===== src/rtl/mini_cpu_pkg.sv =====
// Shared constants for the mini-CPU control block: opcodes, ALU codes and FSM encoding.
package mini_cpu_pkg;

   localparam int unsigned OP_LOAD    = 0;
   localparam int unsigned OP_ADD     = 1;
   localparam int unsigned OP_ADDI    = 2;
   localparam int unsigned OP_SUB     = 3;
   localparam int unsigned OP_SUBI    = 4;
   localparam int unsigned OP_MUL     = 5;
   localparam int unsigned OP_CLEAR   = 6;
   localparam int unsigned OP_DISPLAY = 7;

   // Operation codes understood by the external ALU
   localparam int unsigned ALU_ADD  = 0;
   localparam int unsigned ALU_SUB  = 1;
   localparam int unsigned ALU_MUL  = 2;
   localparam int unsigned ALU_PASS = 3;

   localparam logic [3:0] S_OFF       = 4'd0;
   localparam logic [3:0] S_INIT_CLR  = 4'd1;
   localparam logic [3:0] S_IDLE      = 4'd2;
   localparam logic [3:0] S_DECODE    = 4'd3;
   localparam logic [3:0] S_READ      = 4'd4;
   localparam logic [3:0] S_EXEC      = 4'd5;
   localparam logic [3:0] S_WRITE     = 4'd6;
   localparam logic [3:0] S_DONE      = 4'd7;
   localparam logic [3:0] S_CLR_SWEEP = 4'd8;

endpackage


===== src/rtl/mini_cpu_sweep.sv =====
// Register-file clear sweep: walks every address once while active and flags the last one.
module mini_cpu_sweep #(
   parameter int ADDR_W = 4
) (
   input  logic              clk,
   input  logic              reset_n,
   input  logic              active,
   output logic [ADDR_W-1:0] addr,
   output logic              last
);

   // Counter restarts at zero whenever the sweep is not running
   always_ff @(posedge clk or negedge reset_n) begin
      if (!reset_n)
         addr <= '0;
      else if (active)
         addr <= addr + 1'b1;
      else
         addr <= '0;
   end

   assign last = active && (addr == '1);

endmodule


===== src/rtl/mini_cpu_core.sv =====
// Mini-CPU control block: decodes switch instructions on a button edge and sequences
// the dual-read register RAM and the external ALU, publishing results to the LCD.
module mini_cpu_core
   import mini_cpu_pkg::*;
#(
   parameter int DATA_W   = 16,
   parameter int ADDR_W   = 4,
   parameter int OP_W     = 3,
   parameter int ALU_OP_W = 4,
   parameter int IMM_W    = 7,
   parameter int INSTR_W  = OP_W + 2*ADDR_W + IMM_W
) (
   input  logic                clk,
   input  logic                reset_n,
   input  logic                power_on,
   input  logic                btn_enviar,
   input  logic [INSTR_W-1:0]  instrucao,
   output logic [ADDR_W-1:0]   mem_addr_write,
   output logic [ADDR_W-1:0]   mem_addr_read1,
   output logic [ADDR_W-1:0]   mem_addr_read2,
   output logic [DATA_W-1:0]   mem_data_in,
   input  logic [DATA_W-1:0]   mem_data_out1,
   input  logic [DATA_W-1:0]   mem_data_out2,
   output logic                mem_we,
   output logic [ALU_OP_W-1:0] alu_op,
   output logic [DATA_W-1:0]   alu_in1,
   output logic [DATA_W-1:0]   alu_in2,
   input  logic [DATA_W-1:0]   alu_result,
   output logic [DATA_W-1:0]   reg_result,
   output logic [ADDR_W-1:0]   reg_dest_addr,
   output logic [OP_W-1:0]     reg_opcode,
   output logic                busy,
   output logic                done
);

   logic [3:0]          state, state_n;
   logic                btn_q;
   logic                btn_edge;
   logic [INSTR_W-1:0]  instr_q;
   logic [DATA_W-1:0]   result_q;
   logic [OP_W-1:0]     op;
   logic [ADDR_W-1:0]   dst, src1, src2;
   logic [IMM_W-1:0]    imm;
   logic [DATA_W-1:0]   imm_ext;
   logic                is_load, is_clear, is_display, uses_imm;
   logic [ALU_OP_W-1:0] alu_code;
   logic                sweeping, sweep_last;
   logic [ADDR_W-1:0]   sweep_addr;

   // src2 shares the upper bits of the immediate field
   assign op      = instr_q[INSTR_W-1 -: OP_W];
   assign dst     = instr_q[IMM_W+2*ADDR_W-1 -: ADDR_W];
   assign src1    = instr_q[IMM_W+ADDR_W-1 -: ADDR_W];
   assign src2    = instr_q[IMM_W-1 -: ADDR_W];
   assign imm     = instr_q[IMM_W-1:0];
   assign imm_ext = {{(DATA_W-IMM_W){imm[IMM_W-1]}}, imm};

   assign is_load    = (op == OP_W'(OP_LOAD));
   assign is_clear   = (op == OP_W'(OP_CLEAR));
   assign is_display = (op == OP_W'(OP_DISPLAY));
   assign uses_imm   = is_load || (op == OP_W'(OP_ADDI)) || (op == OP_W'(OP_SUBI));
   assign btn_edge   = btn_enviar && !btn_q;
   assign sweeping   = (state == S_INIT_CLR) || (state == S_CLR_SWEEP);

   always_comb begin
      alu_code = ALU_OP_W'(ALU_PASS);
      if (op == OP_W'(OP_ADD) || op == OP_W'(OP_ADDI))
         alu_code = ALU_OP_W'(ALU_ADD);
      else if (op == OP_W'(OP_SUB) || op == OP_W'(OP_SUBI))
         alu_code = ALU_OP_W'(ALU_SUB);
      else if (op == OP_W'(OP_MUL))
         alu_code = ALU_OP_W'(ALU_MUL);
   end

   mini_cpu_sweep #(.ADDR_W(ADDR_W)) u_sweep (
      .clk     (clk),
      .reset_n (reset_n),
      .active  (sweeping),
      .addr    (sweep_addr),
      .last    (sweep_last)
   );

   // Dropping power overrides every state so an in-flight instruction never writes back
   always_comb begin
      state_n = state;
      if (!power_on)
         state_n = S_OFF;
      else begin
         case (state)
            S_OFF:       state_n = S_INIT_CLR;
            S_INIT_CLR:  if (sweep_last) state_n = S_IDLE;
            S_IDLE:      if (btn_edge) state_n = S_DECODE;
            S_DECODE:    state_n = is_load ? S_EXEC : (is_clear ? S_CLR_SWEEP : S_READ);
            S_READ:      state_n = S_EXEC;
            S_EXEC:      state_n = S_WRITE;
            S_WRITE:     state_n = S_DONE;
            S_DONE:      state_n = S_IDLE;
            S_CLR_SWEEP: if (sweep_last) state_n = S_DONE;
            default:     state_n = S_OFF;
         endcase
      end
   end

   always_ff @(posedge clk or negedge reset_n) begin
      if (!reset_n) begin
         state <= S_OFF;
         btn_q <= 1'b0;
         done  <= 1'b0;
      end else begin
         state <= state_n;
         btn_q <= btn_enviar;
         done  <= power_on && (state == S_DONE);
      end
   end

   always_ff @(posedge clk or negedge reset_n) begin
      if (!reset_n) begin
         instr_q       <= '0;
         result_q      <= '0;
         alu_op        <= '0;
         alu_in1       <= '0;
         alu_in2       <= '0;
         reg_result    <= '0;
         reg_dest_addr <= '0;
         reg_opcode    <= '0;
      end else if (!power_on) begin
         instr_q       <= '0;
         result_q      <= '0;
         alu_op        <= '0;
         alu_in1       <= '0;
         alu_in2       <= '0;
         reg_result    <= '0;
         reg_dest_addr <= '0;
         reg_opcode    <= '0;
      end else begin
         if (state == S_IDLE && btn_edge)
            instr_q <= instrucao;
         // ALU operands are registered on entry to EXEC and then held until the next instruction
         if ((state == S_DECODE && is_load) || state == S_READ) begin
            alu_op  <= alu_code;
            alu_in1 <= is_load ? imm_ext : mem_data_out1;
            alu_in2 <= uses_imm ? imm_ext : mem_data_out2;
         end
         if (state == S_EXEC)
            result_q <= alu_result;
         if (state == S_CLR_SWEEP)
            result_q <= '0;
         if (state == S_DONE) begin
            reg_result    <= result_q;
            reg_dest_addr <= is_display ? src1 : dst;
            reg_opcode    <= op;
         end
      end
   end

   assign mem_we         = sweeping || (state == S_WRITE && !is_display);
   assign mem_addr_write = sweeping ? sweep_addr : dst;
   assign mem_data_in    = sweeping ? '0 : result_q;
   assign mem_addr_read1 = src1;
   assign mem_addr_read2 = src2;
   assign busy           = (state != S_IDLE) && (state != S_OFF);

endmodule


===== config.mk =====
export PLATFORM = sky130hd
export DESIGN_NAME = mini_cpu_core
export DESIGN_NICKNAME = d
export VERILOG_FILES = /design/src/rtl/mini_cpu_pkg.sv /design/src/rtl/mini_cpu_sweep.sv /design/src/rtl/mini_cpu_core.sv
export SDC_FILE = /design/constraint.sdc
export NUM_CORES = 1
export LEC_CHECK = 0
export BUFFER_PORTS_ARGS = -buffer_cell sky130_fd_sc_hd__buf_2
export CAP_MARGIN = 25
export CORE_MARGIN = 3
export CORE_UTILIZATION = 30
export DETAILED_ROUTE_END_ITERATION = 16
export GPL_TIMING_DRIVEN = 0
export PLACE_DENSITY = 0.5
export SETUP_SLACK_MARGIN = 0.05
export SLEW_MARGIN = 20
export SYNTH_ARGS = -nofsm -noshare
export SYNTH_HDL_FRONTEND = slang
export SYNTH_SLANG_ARGS = --single-unit

===== constraint.sdc =====
create_clock -name clk -period 4.6 [get_ports clk]
set_input_delay 0.92 -clock clk [delete_from_list [all_inputs] [get_ports clk]]
set_output_delay 0.92 -clock clk [all_outputs]
set_load 0.03 [all_outputs]

# == Yosys cells after proc, flatten, opt, wreduce, memory -nomap -nowiden ==
# Index checks and enable logic that the tools add are counted.
# op_classes
reduce_logical,20
mux,33
addsub,1
n_eq_ne,24
# ops
op,count
$mux 16,12
$mux 4,14
$mux 18,2
$pmux 4 s9,1
$eq 4x3->1 const B,4
$eq 3x3->1 const B,4
$ne 3x3->1 const B,3
$eq 4x2->1 const B,2
$eq 4x4->1 const B,2
$logic_and 1x1->1,7
$logic_or 1x1->1,7
$eq 3x2->1 const B,2
$mux 3,2
$ne 2x1->1 const B,3
$add 4x1->4 const B,1
$eq 4x1->1 const B,1
$logic_not 4->1,1
$ne 4x2->1 const B,1
$reduce_bool 4->1,1
$eq 3x1->1 const B,1
$logic_not 3->1,1
$ne 3x1->1 const B,1
$reduce_and 3->1,1
$logic_not 1->1,2
2 further kinds,2
# totals
register_bits,103
in_bits,70

# == Depth between registers and ports, before layout ==
# Gate-level depths: netlist of run 1.
# depth
depth_word,6
depth_mapped,7
mapped_depth_nobuf,5

# == Cells and area by module ==
# From an unflattened synthesis of run 1, not the netlist that was laid out.
# hier_totals
cells_unflattened,497
hier_area_um2,4808.4
# modules_own_cells
module,cells_per_inst,instances,area_per_inst_um2,seq_area_each_um2
mini_cpu_core,483,1,4633.2,2427.3
mini_cpu_sweep,14,1,175.2,100.1

# == Least setup slack after synthesis of run 1 ==
# OpenSTA, ideal clock, no wires.
# synth_path
path_type,register to output
start,register state[0]
end,output port mem_data_in[10]
slack_ps,2237
t_arrival_ps,1443
stages_incl_launch_ff,6
path_cell_list,dfrtp_1 > buf_2 > xor2_1 > nand2_1 > clkbuf_1 > and2_1
# synth_between
elab_chain_cells,3
elab_cells_between_ends,4
# synth_lines
element,line_no,source
"start, declared",mini_cpu_core.sv:36,"logic [3:0] state, state_n;"
"start signal, assigned",mini_cpu_core.sv:110,state <= state_n;
$eq 4x1->1 or $eq 4x4->1 (tied branches),mini_cpu_core.sv:63,assign sweeping = (state == S_INIT_CLR) || (state == S_CLR_SWEEP);
$logic_or 1x1->1 *,mini_cpu_core.sv:63,
$mux 16 *,mini_cpu_core.sv:158,assign mem_data_in = sweeping ? '0 : result_q;
"end, declared",mini_cpu_core.sv:21,"output logic [DATA_W-1:0] mem_data_in,"
# Every way passes the cells marked *; elsewhere a longest branch is shown, timed or not.

# == Final worst setup path of run 1 ==
# layout_path
start,register state[2]
end,output port mem_data_in[9]
# Same word-level chain as after synthesis.

==> impl_table.tex, run 1 <==
\begin{tabular}{lr}
\hline
Metric & Value \\
\hline
\multicolumn{2}{l}{\textbf{Yosys}} \\
Number of distinct standard cells referenced by the synthesized netlist & 40 \\
Cell types occupying the most area after synthesis & sky130\_fd\_sc\_hd\_\_dfrtp\_1 51\%, sky130\_fd\_sc\_hd\_\_o2bb2ai\_2 9.1\%, sky130\_fd\_sc\_hd\_\_mux2i\_1 7.1\% \\
Most common cell in the synthesized netlist & sky130\_fd\_sc\_hd\_\_dfrtp\_1 \\
Instance count of the mapped netlist & 453 \\
Number of synthesis warnings & 0 \\
Total standard cell area after synthesis & 4960 sq um \\
List of most frequent post-synthesis cells & 101 x sky130\_fd\_sc\_hd\_\_dfrtp\_1, 78 x sky130\_fd\_sc\_hd\_\_nand2\_1, 38 x sky130\_fd\_sc\_hd\_\_a21oi\_1 \\
Flip-flop and latch count after synthesis & 101 \\
Sequential share of the synthesized area & 50.96\% \\
Share of synthesized flip-flops with an asynchronous set or reset & 100.0\% \\
Number of synthesized flops with an enable pin & 0 \\
Synth Area per Inst & 10.95 sq um \\
Flip-flop cell with the highest count after synthesis & sky130\_fd\_sc\_hd\_\_dfrtp\_1 \\
Top cell type's share of synthesized area & 50.96\% \\
Most area-hungry cell type in the Yosys netlist & sky130\_fd\_sc\_hd\_\_dfrtp\_1 \\
\multicolumn{2}{l}{\textbf{Hold path}} \\
Path category of the worst min-delay check & flop to flop \\
\multicolumn{2}{l}{\textbf{Floorplanning}} \\
Die Footprint & 18110 sq um \\
Initial cell density of the core & 30.89\% \\
Top-Level Pins & 160 \\
Standard-cell rows & 46 \\
Die extent in y & 134.6 microns \\
Area of the placeable core & 16060 sq um \\
Die X-Extent & 134.6 microns \\
\multicolumn{2}{l}{\textbf{Clock tree}} \\
TritonCTS clock tree & yes \\
CTS-repair resized insts & 0 \\
Root buffer cell & sky130\_fd\_sc\_hd\_\_clkbuf\_16 \\
Count of hold-fix buffers inserted at cts & 0 \\
Clock transition at the registers of the reported paths & 0.07 ns \\
Post-CTS setup-driven buffer insertion count & 0 \\
Later-pin clock latency in the skew report & 0.35 ns \\
Number of buffers added by the clock tree synthesis step & 9 \\
Clock Sinks & 101 \\
H-tree depth reported by CTS & 3 \\
Max Buffers Root-to-Sink & 2 \\
\multicolumn{2}{l}{\textbf{Timing}} \\
Fin Clk Skew & 0.007472 ns \\
Max-Slew Margin vs Limit & 49.26\% \\
Finish-stage setup viols & 0 \\
Maximum clock frequency & 309.8 MHz \\
Tcrit/Tclk final & 70.17\% \\
Shortest clock period the worst path allows after layout & 3.228 ns \\
Worst slack on hold paths & 0.4899 ns \\
Setup tns final & 0 ns \\
Transition time of the tightest slew-check pin & 0.7582 ns \\
Final slew viol count & 0 \\
RSZ-0062 raised after global routing & no \\
Number of hold-slack violations in the final timing report & 0 \\
\multicolumn{2}{l}{\textbf{Worst setup path}} \\
Data arrival time of the critical path & 2.31 ns \\
Startpoint kind of the worst setup timing path & flop \\
Maximum single-stage delay on the critical path & 0.42 ns \\
Data required, critical path & 3.68 ns \\
Critical path start-end classification & flop to primary output \\
Max FO, Critical Path & 10 \\
Element type at the critical path end & primary output \\
Max stage delay cell, worst path & sky130\_fd\_sc\_hd\_\_dfrtp\_1 \\
Cells traversed along the worst timing path & clkbuf\_1, nor2\_1, nand2\_1, clkbuf\_1, and2\_1, buf\_2 \\
Cell repeated most along the worst path & sky130\_fd\_sc\_hd\_\_clkbuf\_1 \\
\multicolumn{2}{l}{\textbf{Drt}} \\
Post-Route WL & 13380 microns \\
Wire length per cell after detailed routing & 15.85 microns \\
Count of nets left with antenna violations after detail routing & 0 \\
Vias & 3880 \\
Via density per instance & 4.597 \\
Number of violations reported at the end of detailed-routing iteration 0 & 114 \\
Post-route DRC violation count & 0 \\
Number of optimization iterations in the first detailed-route pass & 4 \\
\multicolumn{2}{l}{\textbf{Place}} \\
Weighted congestion at the end of routability-driven global placement & 0.8319 \\
Count of input and output buffers & 157 \\
DP HPWL & 9869 microns \\
\multicolumn{2}{l}{\textbf{Final layout}} \\
FF+latch area & 2527 sq um \\
Number of fill cells in the layout & 1591 \\
Multi-input combinational cell area & 2142 sq um \\
NumNets Final & 694 \\
Ratio of cells with drive above 1 in the final layout & 36.78\% \\
N\_diodes & 0 \\
Area growth from synthesis to layout & 27.98\% \\
\multicolumn{2}{l}{\textbf{Status}} \\
Outcome & finished clean \\
\multicolumn{2}{l}{\textbf{Pwr}} \\
Lkg Pwr & 3.105 nW \\
IR Drop Worst-Case VDD & 202.6 uV \\
Areal power density over the cells & 355.6 nW/um\^{}2 \\
\multicolumn{2}{l}{\textbf{GRT}} \\
Vias in the first global route & 4160 \\
Wire length of the first global-routing pass & 22020 microns \\
Maximum number of pins on one net before global-route repair & 55 \\
GRT Overall Usage & 15.23\% \\
Number of antenna violations at the first check in global routing & 0 \\
Grt total ovfl & 0 \\
\multicolumn{2}{l}{\textbf{Job}} \\
Maximum Capacitance Violations & 0 \\
\hline
\end{tabular}
per-layer routing:
metal / global-route usage [%] / part of all wire (%) / vias to the layer above
met5: 0 / 0 / -
met3: 4.061 / 6.7 / 9
met2: 24.86 / 47 / 125
met4: 3.903 / 1.1 / 0
met1: 20.21 / 46 / 1849
li1: - / - / 1897
state kept, by name (all words and copies together), names as in the netlist:
register,flops
instr_q,18
alu_in1,16
alu_in2,16
reg_result,16
result_q,16
reg_dest_addr,4
state,4
u_sweep.addr,4
reg_opcode,3
alu_op,2
btn_q,1
done,1
layout by cell type (no fill, tap or decap), types with 3 or more instances in the layout:
cell type                   count
sky130_fd_sc_hd__a21boi_0      19
sky130_fd_sc_hd__a21oi_1       38
sky130_fd_sc_hd__and2_1        19
sky130_fd_sc_hd__buf_12         3
sky130_fd_sc_hd__buf_2        163
sky130_fd_sc_hd__buf_4         11
sky130_fd_sc_hd__buf_6          4
sky130_fd_sc_hd__clkbuf_1      22
sky130_fd_sc_hd__clkbuf_16      9
sky130_fd_sc_hd__dfrtp_1      101
sky130_fd_sc_hd__mux2_2         4
sky130_fd_sc_hd__mux2i_1       35
sky130_fd_sc_hd__nand2_1       78
sky130_fd_sc_hd__nand2b_1       3
sky130_fd_sc_hd__nand3_1        6
sky130_fd_sc_hd__nor2_1        12
sky130_fd_sc_hd__nor2b_1       22
sky130_fd_sc_hd__nor3b_1        3
sky130_fd_sc_hd__o211a_1        4
sky130_fd_sc_hd__o21a_1         4
sky130_fd_sc_hd__o2bb2ai_1      5
sky130_fd_sc_hd__o2bb2ai_2     30
sky130_fd_sc_hd__or3_1          3
per-stage QoR:
step                cells  setup WS (ns)  util [%]  cell area [sq um]  total power, W
floorplan             454          2.237         -               4964        0.001338
global placement      827          1.423     37.49               6020        0.001506
detailed placement    828          1.773     37.70               6053        0.001516
CTS                   844          1.368     39.53               6347        0.002296
global route          844          1.248     39.53               6347        0.002381
finish                844          1.372     39.53               6347        0.002257
power breakdown:
part | internal, W | total, W | switching [W]
combinational | 0.000190 | 0.000535 | 0.000345
clock | 0.000436 | 0.000766 | 0.000330
sequential | 0.000925 | 0.000956 | 0.0000311
total | 0.00155 | 0.00226 | 0.000707
worst max-delay path: cells and delay by family, from the launching register on:
family,cells,cell delay (ns)
buffers and inverters,3,0.93
and+or+nand+nor,3,0.60
DFF,1,0.42
kinds of logic (layout without fill, tap and decap cells):
| kind of cell | count (synthesis) | in the layout | share of synthesized area (%) |
|---|---|---|---|
| AOI/OAI and AO/OA | 107 | 107 | 19.00 |
| xor gates and xnor gates | 3 | 3 | 0.5299 |
| adders and majority gates | 1 | 1 | 0.2522 |
| buffers and inverters | 46 | 220 | 5.928 |
| DFF | 101 | 101 | 50.96 |
| muxes | 39 | 39 | 7.972 |
| other | 1 | 2 | 0.07561 |
| and+or+nand+nor | 155 | 155 | 15.29 |
final timing paths:
| path | start | to | slack [ns] | cells past startpoint |
|---|---|---|---|---|
| max | state[2] | mem_data_in[9] | 1.37 | 6 |
| min | alu_in2[0] | alu_in2[0] | 0.49 | 1 |
| max reg2reg | state[3] | reg_result[13] | 2.45 | 6 |
| min reg2reg | alu_in2[0] | alu_in2[0] | 0.49 | 1 |
| max in group asynchronous | reset_n | reg_result[4] | 3.47 | 2 |
| min in group asynchronous | reset_n | instr_q[7] | 0.50 | 1 |
area by class of cell:
class	instances	area share (%)
flip-flops and latches	101	39.82
multi-input cells	307	33.75
repair buffers	158	12.91
plain buffers	44	4.514
well taps	216	4.258
clock buffers	12	3.883
clock inverters	4	0.7491
inverters	2	0.1183
(Power assumes the default switching activity.)
==> inputs of run 2 (changes only) <==
Settings changed: PLACE_DENSITY 0.5 to 0.52.
Clock period 4.6 ns to 2.7 ns, I/O delays scaled along.
==> impl_table.tex, run 2 (synthesis gave the netlist of run 1 again) <==
\begin{tabular}{lr}
\hline
Metric & Value \\
\hline
\multicolumn{2}{l}{\textbf{Status}} \\
Outcome & finished clean (unchanged) \\
\multicolumn{2}{l}{\textbf{Clock tree}} \\
Clock Sinks & 101 (unchanged) \\
Count of hold-fix buffers inserted at cts & 0 (unchanged) \\
Max Buffers Root-to-Sink & 2 (unchanged) \\
Clock transition at the registers of the reported paths & 0.07 ns (about the same) \\
H-tree depth reported by CTS & 3 (unchanged) \\
Number of buffers added by the clock tree synthesis step & 9 (unchanged) \\
TritonCTS clock tree & yes (unchanged) \\
Post-CTS setup-driven buffer insertion count & 0 (unchanged) \\
Root buffer cell & sky130\_fd\_sc\_hd\_\_clkbuf\_16 (unchanged) \\
Later-pin clock latency in the skew report & 0.34 ns (was 0.35 ns) \\
\multicolumn{2}{l}{\textbf{Timing}} \\
Transition time of the tightest slew-check pin & 0.6858 ns (was 0.7582 ns) \\
Finish-stage setup viols & 0 (unchanged) \\
RSZ-0062 raised after global routing & no (unchanged) \\
Tcrit/Tclk final & 92.31\% \\
Worst-case setup margin in the final layout & 0.2077 ns (was 1.372 ns) \\
Maximum clock frequency & 401.2 MHz \\
Final slew viol count & 0 (unchanged) \\
Fin Clk Skew & 0.007702 ns (was 0.007472 ns) \\
Max-Slew Margin vs Limit & 54.11\% (was 49.26\%) \\
Shortest clock period the worst path allows after layout & 2.492 ns \\
Number of hold-slack violations in the final timing report & 0 (unchanged) \\
\multicolumn{2}{l}{\textbf{Final layout}} \\
N\_diodes & 0 (unchanged) \\
Finished Cell Area & 6387 sq um (was 6347 sq um) \\
FF+latch area & 2527 sq um (unchanged) \\
Register containing the most flip-flops in the final layout & instr\_q (unchanged) \\
Multi-input combinational cell area & 2145 sq um (was 2142 sq um) \\
Number of fill cells in the layout & 1583 (was 1591) \\
Commonest non-fill, non-tap cell in the layout & sky130\_fd\_sc\_hd\_\_buf\_2 (unchanged) \\
Ratio of cells with drive above 1 in the final layout & 37.64\% (was 36.78\%) \\
Max reg flops & 18 (unchanged) \\
Cell Count, Final, Fillers Out & 843 (was 844) \\
Area growth from synthesis to layout & 28.78\% (was 27.98\%) \\
NumNets Final & 693 (was 694) \\
Commonest cells after routing, fill and taps aside & 162 x sky130\_fd\_sc\_hd\_\_buf\_2, 101 x sky130\_fd\_sc\_hd\_\_dfrtp\_1, 77 x sky130\_fd\_sc\_hd\_\_nand2\_1 (was 163 x sky130\_fd\_sc\_hd\_\_buf\_2, 101 x sky130\_fd\_sc\_hd\_\_dfrtp\_1, 78 x sky130\_fd\_sc\_hd\_\_nand2\_1) \\
Utilization after layout & 39.78\% (was 39.53\%) \\
\multicolumn{2}{l}{\textbf{Pwr}} \\
Power after layout & 0.003983 W (was 0.002257 W) \\
Lkg Pwr & 3.134 nW (was 3.105 nW) \\
IR Drop Worst-Case VDD & 321.1 uV (was 202.6 uV) \\
Areal power density over the cells & 623.6 nW/um\^{}2 (was 355.6 nW/um\^{}2) \\
\multicolumn{2}{l}{\textbf{Floorplanning}} \\
Die extent in y & 134.6 microns (unchanged) \\
Die X-Extent & 134.6 microns (unchanged) \\
Top-Level Pins & 160 (unchanged) \\
Area of the placeable core & 16060 sq um (unchanged) \\
Initial cell density of the core & 30.89\% (unchanged) \\
Die Footprint & 18110 sq um (unchanged) \\
Standard-cell rows & 46 (unchanged) \\
\multicolumn{2}{l}{\textbf{Worst setup path}} \\
Max FO, Critical Path & 10 (unchanged) \\
CP Launch Point & state[2] (unchanged) \\
Startpoint kind of the worst setup timing path & flop (unchanged) \\
Data required, critical path & 2.16 ns (was 3.68 ns) \\
Maximum single-stage delay on the critical path & 0.43 ns (was 0.42 ns) \\
Kind of cell adding the most delay to the critical path & buffers and inverters (unchanged) \\
Cells traversed along the worst timing path & clkbuf\_2, nor2\_1, nand2\_2, clkbuf\_4, and2\_1, buf\_2 (was clkbuf\_1, nor2\_1, nand2\_1, clkbuf\_1, and2\_1, buf\_2) \\
Element type at the critical path end & primary output (unchanged) \\
Critical register-to-register path startpoint & instr\_q[15] (was state[3]) \\
Critical path start-end classification & flop to primary output (unchanged) \\
Reg2reg end & alu\_in1[12] (was reg\_result[13]) \\
End point of the critical path & mem\_data\_in[11] (was mem\_data\_in[9]) \\
Reg2reg setup slack & 0.52 ns (was 2.45 ns) \\
Worst Reg-to-Reg Cells & 7 (was 6) \\
Max stage delay cell, worst path & sky130\_fd\_sc\_hd\_\_dfrtp\_1 (unchanged) \\
Logic depth of the worst path, buffers included & 6 (unchanged) \\
Data arrival time of the critical path & 1.95 ns (was 2.31 ns) \\
Worst path bufs/invs & 3 (unchanged) \\
\multicolumn{2}{l}{\textbf{Drt}} \\
Number of optimization iterations in the first detailed-route pass & 4 (unchanged) \\
Vias & 3941 (was 3880) \\
Post-route DRC violation count & 0 (unchanged) \\
Via density per instance & 4.675 (was 4.597) \\
Count of nets left with antenna violations after detail routing & 0 (unchanged) \\
Number of violations reported at the end of detailed-routing iteration 0 & 160 (was 114) \\
Wire length per cell after detailed routing & 16.02 microns (was 15.85 microns) \\
Post-Route WL & 13510 microns (was 13380 microns) \\
\multicolumn{2}{l}{\textbf{Place}} \\
DP Worst Slack & 0.2625 ns (was 1.773 ns) \\
Count of input and output buffers & 157 (unchanged) \\
Number of cells after detailed placement & 828 (unchanged) \\
Weighted congestion at the end of routability-driven global placement & 0.8285 (was 0.8319) \\
DP HPWL & 10050 microns (was 9869 microns) \\
Post-placement cell area & 6053 sq um (unchanged) \\
\multicolumn{2}{l}{\textbf{GRT}} \\
Number of antenna violations at the first check in global routing & 0 (unchanged) \\
Grt total ovfl & 0 (unchanged) \\
Wire length of the first global-routing pass & 21720 microns (was 22020 microns) \\
GRT Overall Usage & 15.06\% (was 15.23\%) \\
Maximum number of pins on one net before global-route repair & 57 (was 55) \\
Vias in the first global route & 4024 (was 4160) \\
\multicolumn{2}{l}{\textbf{Hold path}} \\
Path category of the worst min-delay check & primary input to async pin (was flop to flop) \\
\multicolumn{2}{l}{\textbf{Job}} \\
Maximum Capacitance Violations & 0 (unchanged) \\
\hline
\end{tabular}
run 2: cell types whose count changed in the layout (fill, tap and decap cells not counted):
| cell | change |
|---|---|
| sky130_fd_sc_hd__clkbuf_8 | +1 |
| sky130_fd_sc_hd__bufinv_16 | +1 |
| sky130_fd_sc_hd__nand2_2 | +1 |
| sky130_fd_sc_hd__clkbuf_4 | +2 |
| sky130_fd_sc_hd__clkbuf_2 | +2 |
| sky130_fd_sc_hd__nand2_1 | -1 |
| sky130_fd_sc_hd__clkbuf_1 | -5 |
| sky130_fd_sc_hd__clkinvlp_4 | -1 |
| sky130_fd_sc_hd__buf_2 | -1 |
run 2: final cells by class:
type | instances | area share [%]
multi-input cells | 307 | 33.57
plain buffers | 43 | 4.564
inverters | 2 | 0.1175
repair buffers | 158 | 12.83
clock buffers | 12 | 4.016
flip-flops and latches | 101 | 39.57
clock inverters | 4 | 1.097
well taps | 216 | 4.231
run 2: worst min path at each step:
| stage | start | to | slack [ns] | cells after the start |
|---|---|---|---|---|
| floorplan | reset_n | alu_in1[0] | 0.24 | 0 |
| global placement | alu_in2[0] | alu_in2[0] | 0.47 | 1 |
| detailed placement | alu_in2[0] | alu_in2[0] | 0.47 | 1 |
| CTS | reset_n | instr_q[5] | 0.13 | 1 |
| global route | reset_n | instr_q[15] | 0.15 | 1 |
| finish | reset_n | instr_q[5] | 0.12 | 1 |
run 2: stage by stage:
| step | hold slack (ns) | TNS [ns] |
|---|---|---|
| 6_report | 0.1164 | 0 |
| 5_1_grt | 0.1468 | 0 |
| 4_1_cts | 0.1288 | 0 |
| 3_5_place_dp | 0.4728 | 0 |
| 3_3_place_gp | 0.4706 | -8.661 |
| 2_1_floorplan | 0.2444 | 0 |
run 2: worst register-to-register path, delay by kind of cell (launching register included):
family,cells,cell delay (ns)
AO/OA/AOI/OAI,2,0.37
buffers and inverters,3,0.45
flip-flops,1,0.38
AND/OR/NAND/NOR,2,0.90
run 2: report_power, final:
group	internal, W	switching [W]	leakage, nW
sequential	0.00158	0.0000538	1.40
combinational	0.000338	0.000594	1.57
clock	0.000861	0.000561	0.163
run 2: timing repair:
item / CTS / global route
pin swaps: 0 / 0
endpoints found under the setup margin: 17 / 7
gates resized for setup: 4 / 3
run 2: per-layer routing:
layer	track usage [%]	up-vias	wire, microns
li1	-	1892	-
met1	20.78	1909	6225
met2	23.46	132	6217
met3	4.694	8	956
met4	3.224	0	109
met5	0	-	0
